<file path="config.mk">
export PLATFORM = sky130hd
export DESIGN_NAME = led_fader
export DESIGN_NICKNAME = d
export VERILOG_FILES = /design/src/rtl/led_fader_pkg.sv /design/src/rtl/fader_channel.sv /design/src/rtl/led_fader.sv
export SDC_FILE = /design/constraint.sdc
export NUM_CORES = 1
export LEC_CHECK = 0
export ABC_AREA = 1
export CORE_MARGIN = 4
export CORE_UTILIZATION = 50
export CTS_BUF_LIST = sky130_fd_sc_hd__clkbuf_2
export CTS_CLUSTER_DIAMETER = 60
export DETAILED_ROUTE_END_ITERATION = 7
export DONT_BUFFER_PORTS = 1
export PLACE_DENSITY = 0.68
export SYNTH_ARGS = -nofsm -noshare
export SYNTH_HDL_FRONTEND = slang
export SYNTH_SLANG_ARGS = --single-unit
</file>
<file path="constraint.sdc">
create_clock -name CLOCK_50 -period 1.7 [get_ports CLOCK_50]
set_clock_uncertainty 0.15 [all_clocks]
set_input_delay 0.34 -clock CLOCK_50 [delete_from_list [all_inputs] [get_ports CLOCK_50]]
set_output_delay 0.34 -clock CLOCK_50 [all_outputs]
set_load 0.02 [all_outputs]
</file>
<file path="src/rtl/led_fader_pkg.sv">
// Shared types and defaults for the LED fader: channel state encoding and
// default PWM resolution / step period.
package led_fader_pkg;

    typedef enum logic [1:0] {
        OFF  = 2'd0,
        RISE = 2'd1,
        ON   = 2'd2,
        FALL = 2'd3
    } fade_state_e;

    localparam int unsigned PWM_BITS_DEF    = 8;
    localparam int unsigned STEP_CYCLES_DEF = 50000;

endpackage

</file>
<file path="src/rtl/fader_channel.sv">
// One fade channel: OFF/RISE/ON/FALL ramp of the brightness level plus the
// registered PWM comparator. Define LED_FADER_GAMMA_EN for squared duty.
module fader_channel
    import led_fader_pkg::*;
#(
    parameter int unsigned PWM_BITS = PWM_BITS_DEF
) (
    input  logic                clk,
    input  logic                rst_n,
    input  logic                req,
    input  logic                tick,
    input  logic [PWM_BITS-1:0] pwm_cnt,
    output logic [PWM_BITS-1:0] level,
    output logic                led
);

    localparam logic [PWM_BITS-1:0] MAX    = {PWM_BITS{1'b1}};
    localparam logic [PWM_BITS-1:0] MAX_M1 = MAX - PWM_BITS'(1);
    localparam logic [PWM_BITS-1:0] ONE    = PWM_BITS'(1);

    fade_state_e         state;
    fade_state_e         state_next;
    logic [PWM_BITS-1:0] level_next;
    logic [PWM_BITS-1:0] duty;
    logic                led_next;

    // State register
    always_ff @(posedge clk or negedge rst_n) begin
        if (!rst_n) begin
            state <= OFF;
        end else begin
            state <= state_next;
        end
    end

    // Next state: a request change always wins over completing the ramp
    always_comb begin
        state_next = state;
        case (state)
            OFF:  if (req) state_next = RISE;
            RISE: begin
                if (!req)                         state_next = FALL;
                else if (tick && level >= MAX_M1) state_next = ON;
            end
            ON:   if (!req) state_next = FALL;
            FALL: begin
                if (req)                      state_next = RISE;
                else if (tick && level <= ONE) state_next = OFF;
            end
            default: state_next = OFF;
        endcase
    end

    // Level steps follow the registered state, so a reversal on a tick
    // still moves once in the old direction
    always_comb begin
        level_next = level;
        if (tick) begin
            case (state)
                RISE:    if (level != MAX)      level_next = level + ONE;
                FALL:    if (level != '0)       level_next = level - ONE;
                default: level_next = level;
            endcase
        end
        led_next = (duty == MAX) || (duty > pwm_cnt);
    end

`ifdef LED_FADER_GAMMA_EN
    logic [2*PWM_BITS-1:0] sq;
    logic [PWM_BITS-1:0]   gamma;

    always_comb begin
        sq    = (2*PWM_BITS)'(level) * (2*PWM_BITS)'(level);
        gamma = (level == MAX) ? MAX : sq[2*PWM_BITS-1:PWM_BITS];
    end

    always_ff @(posedge clk or negedge rst_n) begin
        if (!rst_n) begin
            duty <= '0;
        end else begin
            duty <= gamma;
        end
    end
`else
    assign duty = level;
`endif

    always_ff @(posedge clk or negedge rst_n) begin
        if (!rst_n) begin
            level <= '0;
            led   <= 1'b0;
        end else begin
            level <= level_next;
            led   <= led_next;
        end
    end

endmodule

</file>
<file path="src/rtl/led_fader.sv">
// Two-channel PWM fader behind the siren blinker; owns the input registers,
// shared step tick and PWM counter. Optional LED_FADER_GAMMA_EN squares duty.
module led_fader
    import led_fader_pkg::*;
#(
    parameter int unsigned PWM_BITS    = PWM_BITS_DEF,
    parameter int unsigned STEP_CYCLES = STEP_CYCLES_DEF
) (
    input  logic                CLOCK_50,
    input  logic                RESET_N,
    input  logic                LED_R_IN,
    input  logic                LED_B_IN,
    output logic                LED_R,
    output logic                LED_B,
    output logic [PWM_BITS-1:0] R_LEVEL,
    output logic [PWM_BITS-1:0] B_LEVEL
);

    localparam int unsigned       STEP_W    = (STEP_CYCLES > 1) ? $clog2(STEP_CYCLES) : 1;
    localparam logic [STEP_W-1:0] STEP_LAST = STEP_W'(STEP_CYCLES - 1);

    logic                req_r;
    logic                req_b;
    logic [STEP_W-1:0]   step_cnt;
    logic [PWM_BITS-1:0] pwm_cnt;
    logic                tick_c;

    assign tick_c = (step_cnt == STEP_LAST);

    // Input capture, step divider and free-running PWM ramp
    always_ff @(posedge CLOCK_50 or negedge RESET_N) begin
        if (!RESET_N) begin
            req_r    <= 1'b0;
            req_b    <= 1'b0;
            step_cnt <= '0;
            pwm_cnt  <= '0;
        end else begin
            req_r    <= LED_R_IN;
            req_b    <= LED_B_IN;
            step_cnt <= tick_c ? '0 : step_cnt + STEP_W'(1);
            pwm_cnt  <= pwm_cnt + PWM_BITS'(1);
        end
    end

    fader_channel #(.PWM_BITS(PWM_BITS)) u_red (
        .clk     (CLOCK_50),
        .rst_n   (RESET_N),
        .req     (req_r),
        .tick    (tick_c),
        .pwm_cnt (pwm_cnt),
        .level   (R_LEVEL),
        .led     (LED_R)
    );

    fader_channel #(.PWM_BITS(PWM_BITS)) u_blue (
        .clk     (CLOCK_50),
        .rst_n   (RESET_N),
        .req     (req_b),
        .tick    (tick_c),
        .pwm_cnt (pwm_cnt),
        .level   (B_LEVEL),
        .led     (LED_B)
    );

endmodule

</file>
Yosys cells after proc, flatten, opt, wreduce, memory -nomap -nowiden
Index checks and enable logic that the tools add are counted.

word-level totals
  output and inout bits = 18
  flip-flop bits (word level) = 48
  word-level logic and storage cells = 82

operators by class
  mux-type cells = 21
  order comparisons = 6
  add/subtract/negate cells = 6
  reduce and logical (&&, ||, !) cells = 16
  equal/unequal tests = 23

operators by type and width
  kind                     count
  $mux W8                  4
  $pmux W8 S2              2
  $add A8 B1 Y8 const B    3
  $mux W2                  12
  $add A16 B1 Y16 const B  1
  $eq A16 B16 Y1 const B   1
  $eq A8 B8 Y1 const B     2
  $ge A8 B8 Y1 const B     2
  $gt A8 B8 Y1             2
  $le A8 B1 Y1 const B     2
  $mux W16                 1
  $ne A8 B8 Y1 const B     2
  $pmux W2 S4              2
  $reduce_and A4 Y1        4
  $reduce_bool A8 Y1       2
  $sub A8 B1 Y8 const B    2
  $ne A3 B2 Y1 const B     4
  $eq A2 B2 Y1 const B     4
  $ne A2 B1 Y1 const B     4
  $ne A2 B2 Y1 const B     4
  $eq A2 B1 Y1 const B     2
  $logic_and A1 B1 Y1      4
  $logic_not A2 Y1         2
  $reduce_bool A2 Y1       2
  $logic_or A1 B1 Y1       2

Longest topological paths before layout
  depth after elaboration = 5
  gate-level depth with buffers = 12
  gate-level depth less buffers = 12

Modules after synthesis
A second synthesis with hierarchy kept.

second synthesis, totals
  cells, all modules = 544
  area, all modules = 3,915.0 um^2

modules (own cells, without submodules)
  module                   times used  area an instance (um^2)  sequential area each (um^2)  cells an instance
  fader_channel at u_red   1           1,327.5                  275.3                        196
  fader_channel at u_blue  1           1,312.5                  275.3                        197
  led_fader                1           1,275.0                  650.6                        151

Worst setup path before layout
No wires, ideal clock.

  path kind = flip-flop to flip-flop
  start point = register u_red.level[1]
  end point = register u_red.level[1]
  cell stages (with the launch flop) = 10
  buffers on the path = 1
  library setup time = 121 ps
  arrival time = 1,518 ps
  setup slack = -89 ps
  required time = 1,429 ps
  period minus slack after synthesis = 1,789 ps
  cell sequence = dfrtp_1 -> ha_1 -> inv_1 -> nor2_1 -> nand3_1 -> nand2_1 -> nor2_4 -> buf_6 -> nand2_1 -> o21ai_2

between the ends
  word-level cells in the longest chain between the ends = 3

ends and longest elaborated chain
  item                                                     RTL line             RTL
  from (decl)                                              fader_channel.sv:13  output logic [PWM_BITS-1:0] level,
  from (signal assigned)                                   fader_channel.sv:93  level <= level_next;
  $sub A8 B1 Y8 (tied with other cells)                    fader_channel.sv:61  FALL: if (level != '0) level_next = level - ONE;
  $mux W8 (tied with other cells)                          fader_channel.sv:61
  $pmux W8 S2 / $reduce_and A4 Y1 (equally long branches)  --

Parallel ways exist; a longest one is shown, timed or not. The select of a mux whose other input is x is not followed.
A chain may end at the register's enable or synchronous reset.

Worst setup path after layout
  start point = register u_blue.state[1]
  end point = register u_blue.level[0]

between the ends
  word-level cells in the longest chain between the ends = 3

ends and longest elaborated chain
  item                                                                 RTL line             RTL
  from (decl)                                                          fader_channel.sv:21  fade_state_e state;
  from (signal assigned)                                               fader_channel.sv:32  state <= state_next;
  $eq A2 B2 Y1 / $eq A2 B1 Y1 (equally long branches)                  fader_channel.sv:59  case (state)
  $ne A2 B1 Y1 (no line) / $reduce_bool A2 Y1 (equally long branches)  --
  $reduce_and A4 Y1 (no line)                                          --
  to (signal assigned)                                                 fader_channel.sv:93
  to (decl)                                                            fader_channel.sv:13

Parallel ways exist; a longest one is shown, timed or not.

==> impl_metrics.ini <==
[job]
maxCapViolCount = 0

[yosys]
yosysWarnings = 0
synth-compound-area-share = 0.0628
synthMuxAreaShare = 0
synthArstFlopShare = 1.00
synth_edf_count = 0
ys.flop_type = dfrtp_1
yosysMostFrequentCell = nand2_1
ys_seq_area_frac = 0.324
synth_top_area_share = 0.324
yosys-top-cells-count = nand2_1 (137), inv_1 (72), nor2_1 (55)
synth_area_leaders = dfrtp_1 (32%), nand2_1 (14%), ha_1 (13%)
synth_area_leader_cell = dfrtp_1
ys_seq_elements = 48
syn_avg_cell_area_um2 = 7.43
synth_top_family_by_area = simple AND/OR/NAND/NOR gates
syn-num-nets = 541
syn_inst = 499
synth-simple-area-share = 0.308
synth_area_um2 = 3710
synth_cell_types = 31
synth_xor_area_frac = 0.0898
synthAdderAreaFrac = 0.128

[layout]
fin_util = 0.646
antenna_cells = 0
fin_area_um2 = 4660
fill_cells = 643
syn2layout_area_growth_pct = 25.8
drive_above_1_share = 0.287
finish.net_count = 613
seq_area_um2 = 1210
multi_input_area_um2 = 2380

[sta]
slew_headroom = 0.754
min_period_ns = 1.70
fmax_mhz = 589
fin_ws_ns = 0.00106
finalCritPeriodShare = 0.999
maxSlewViolCount = 0
finalHoldViolCount = 0
setup_viol = 0
rsz0062_at_grt = true
tightest_slew_ns = 0.366

[run_status]
outcome = finished, final reports clean

[cts]
clkLatencyLatePin_ns = 0.43
path_clk_slew_ns = 0.26
cts.sinks = 48
cts-buffers-inserted = 5
cts_htree_levels = 2
cts_tree = built
cts_root_buf = clkbuf_2
clk_path_buf_depth = 2

[pwr]
p_leak_uw = 0.00250
p_sw_frac = 0.377
combPwrFrac = 0.381
internal_power_uw = 1740
switchingPower_uw = 1050
share_seq_of_total_power = 0.450
p_per_area_nw_per_um2 = 600
vdd_ir_drop_max_v = 0.000414
pwr-share-clk = 0.169

[routing]
postRouteAntennaNets = 0
wl_um = 8340
drtIter0Drc = 91
dr.pass1.iters = 4
drc = 0
num_vias = 3254
via_per_inst = 4.85
drt-wirelength-per-cell_um = 12.4

[global_routing]
antenna_found_initial = 0
gr-usage-all-layers = 0.191
grt_pass1_vias = 3108
grt_pass1_wl_um = 13800
grt_max_degree = 49
overflow = 0

[place]
hpwlAfterDp_um = 6160
placed_cell_area_um2 = 4160
place_ws_ns = -0.0186
io_buffers = 0
globalplace.congestion = 0.840

[critical_path]
start_kind = flip-flop
path_max_fanout = 9
cp.required_ns = 1.91
crit_type = flip-flop to flip-flop
worst-endpoint-arrival_ns = 1.91
critPathCaptureType = flip-flop
reg2reg_slack_ns = 0.001

[floorplan]
die_w_um = 94.1
die_area_um2 = 8860
initial_core_util = 0.514
ios = 22
fp-row-count = 31
design.core.area_um2 = 7210
die_h_um = 94.1

[hold_path]
hold_path.class = input pin to async pin
path summary, 6_finish.rpt:
kind / start / depth (start not counted) / to
max in group asynchronous: RESET_N / 2 / u_blue.level[0]
hold reg to reg: pwm_cnt[6] / 1 / pwm_cnt[6]
min in group CLOCK_50: LED_R_IN / 1 / req_r
hold / removal: RESET_N / 2 / u_blue.level[2]
setup / recovery: u_blue.state[1] / 7 / u_blue.level[0]
setup reg to reg: u_blue.state[1] / 7 / u_blue.level[0]
power by group through the flow:
stage / registers (uW) / logic [uW] / clock network (uW)
after floorplan: 1260 / 624 / 0
after global placement: 1270 / 795 / 0
after detailed placement: 1280 / 816 / 0
after CTS: 1260 / 883 / 502
after global routing: 1260 / 1220 / 548
final: 1260 / 1070 / 473
layer usage:
metal | global-route usage | part of all wire
met1 | 0.253 | 0.46
met2 | 0.327 | 0.50
met3 | 0.0313 | 0.038
met4 | 0.0421 | 0.0071
met5 | 0 | 0
what timing repair did:
action	CTS	global route
resized for setup	8	68
hold buffers	4	0
setup buffers	8	12
endpoints found under the setup margin	15	32
gates cloned	0	1
hold endpoints to repair	50	0
pin swaps	1	21
cell type report:
cell class                 instances  area share
clock buffer                       5     0.00537
clock inverter                     3     0.00295
inverter                          72      0.0596
multi-input combinational        372       0.510
sequential                        48       0.260
tap                               99      0.0266
timing repair buffer              72       0.136
critical path, stage by stage (launching register included):
cell     delay, ns
dfrtp_1       0.47
ha_2          0.21
buf_6         0.14
nand4_1       0.11
nand2_2       0.09
nor2_4        0.18
buf_12        0.15
xor2_1        0.14
flip-flops by register name, summed over array words and instances, names as in the netlist:
name / flops
u_red.state: 2
u_blue.led: 1
req_b: 1
req_r: 1
u_red.led: 1
pwm_cnt: 8
u_red.level: 8
u_blue.state: 2
step_cnt: 16
u_blue.level: 8
cells in the final DEF (no fill, tap or decap), types with 2 or more instances in the layout:
| master | count |
|---|---|
| a21oi_1 | 9 |
| a21oi_2 | 2 |
| buf_12 | 2 |
| buf_4 | 59 |
| buf_6 | 6 |
| clkbuf_2 | 5 |
| clkinv_2 | 2 |
| dfrtp_1 | 38 |
| dfrtp_2 | 10 |
| dlygate4sd3_1 | 3 |
| ha_1 | 26 |
| ha_2 | 5 |
| ha_4 | 7 |
| inv_1 | 63 |
| inv_2 | 6 |
| inv_4 | 3 |
| nand2_1 | 124 |
| nand2_2 | 23 |
| nand3_1 | 27 |
| nand3_4 | 3 |
| nand4_1 | 7 |
| nor2_1 | 41 |
| nor2_2 | 15 |
| nor2_4 | 4 |
| nor3_1 | 5 |
| o211ai_1 | 3 |
| o21ai_0 | 14 |
| o21ai_1 | 5 |
| o21ai_2 | 6 |
| xnor2_1 | 6 |
| xor2_1 | 32 |
kinds of logic after synthesis:
| group | after synthesis |
|---|---|
| xor+xnor | 38 |
| simple gates | 256 |
| compound gates | 40 |
| buf+inv | 79 |
| flops | 48 |
| fa+ha+maj | 38 |
per-stage QoR:
step | total power [uW] | TNS [ns] | hold WS [ns] | cells
2_1_floorplan | 1880 | 0 | -0.106 | 499
3_3_place_gp | 2060 | 0 | -0.104 | 639
3_5_place_dp | 2090 | -0.0355 | -0.104 | 639
4_1_cts | 2640 | 0 | 0.188 | 658
5_1_grt | 3030 | -0.477 | 0.204 | 671
6_report | 2800 | 0 | 0.213 | 671
No activity file was read; power rests on OpenSTA's default activity.
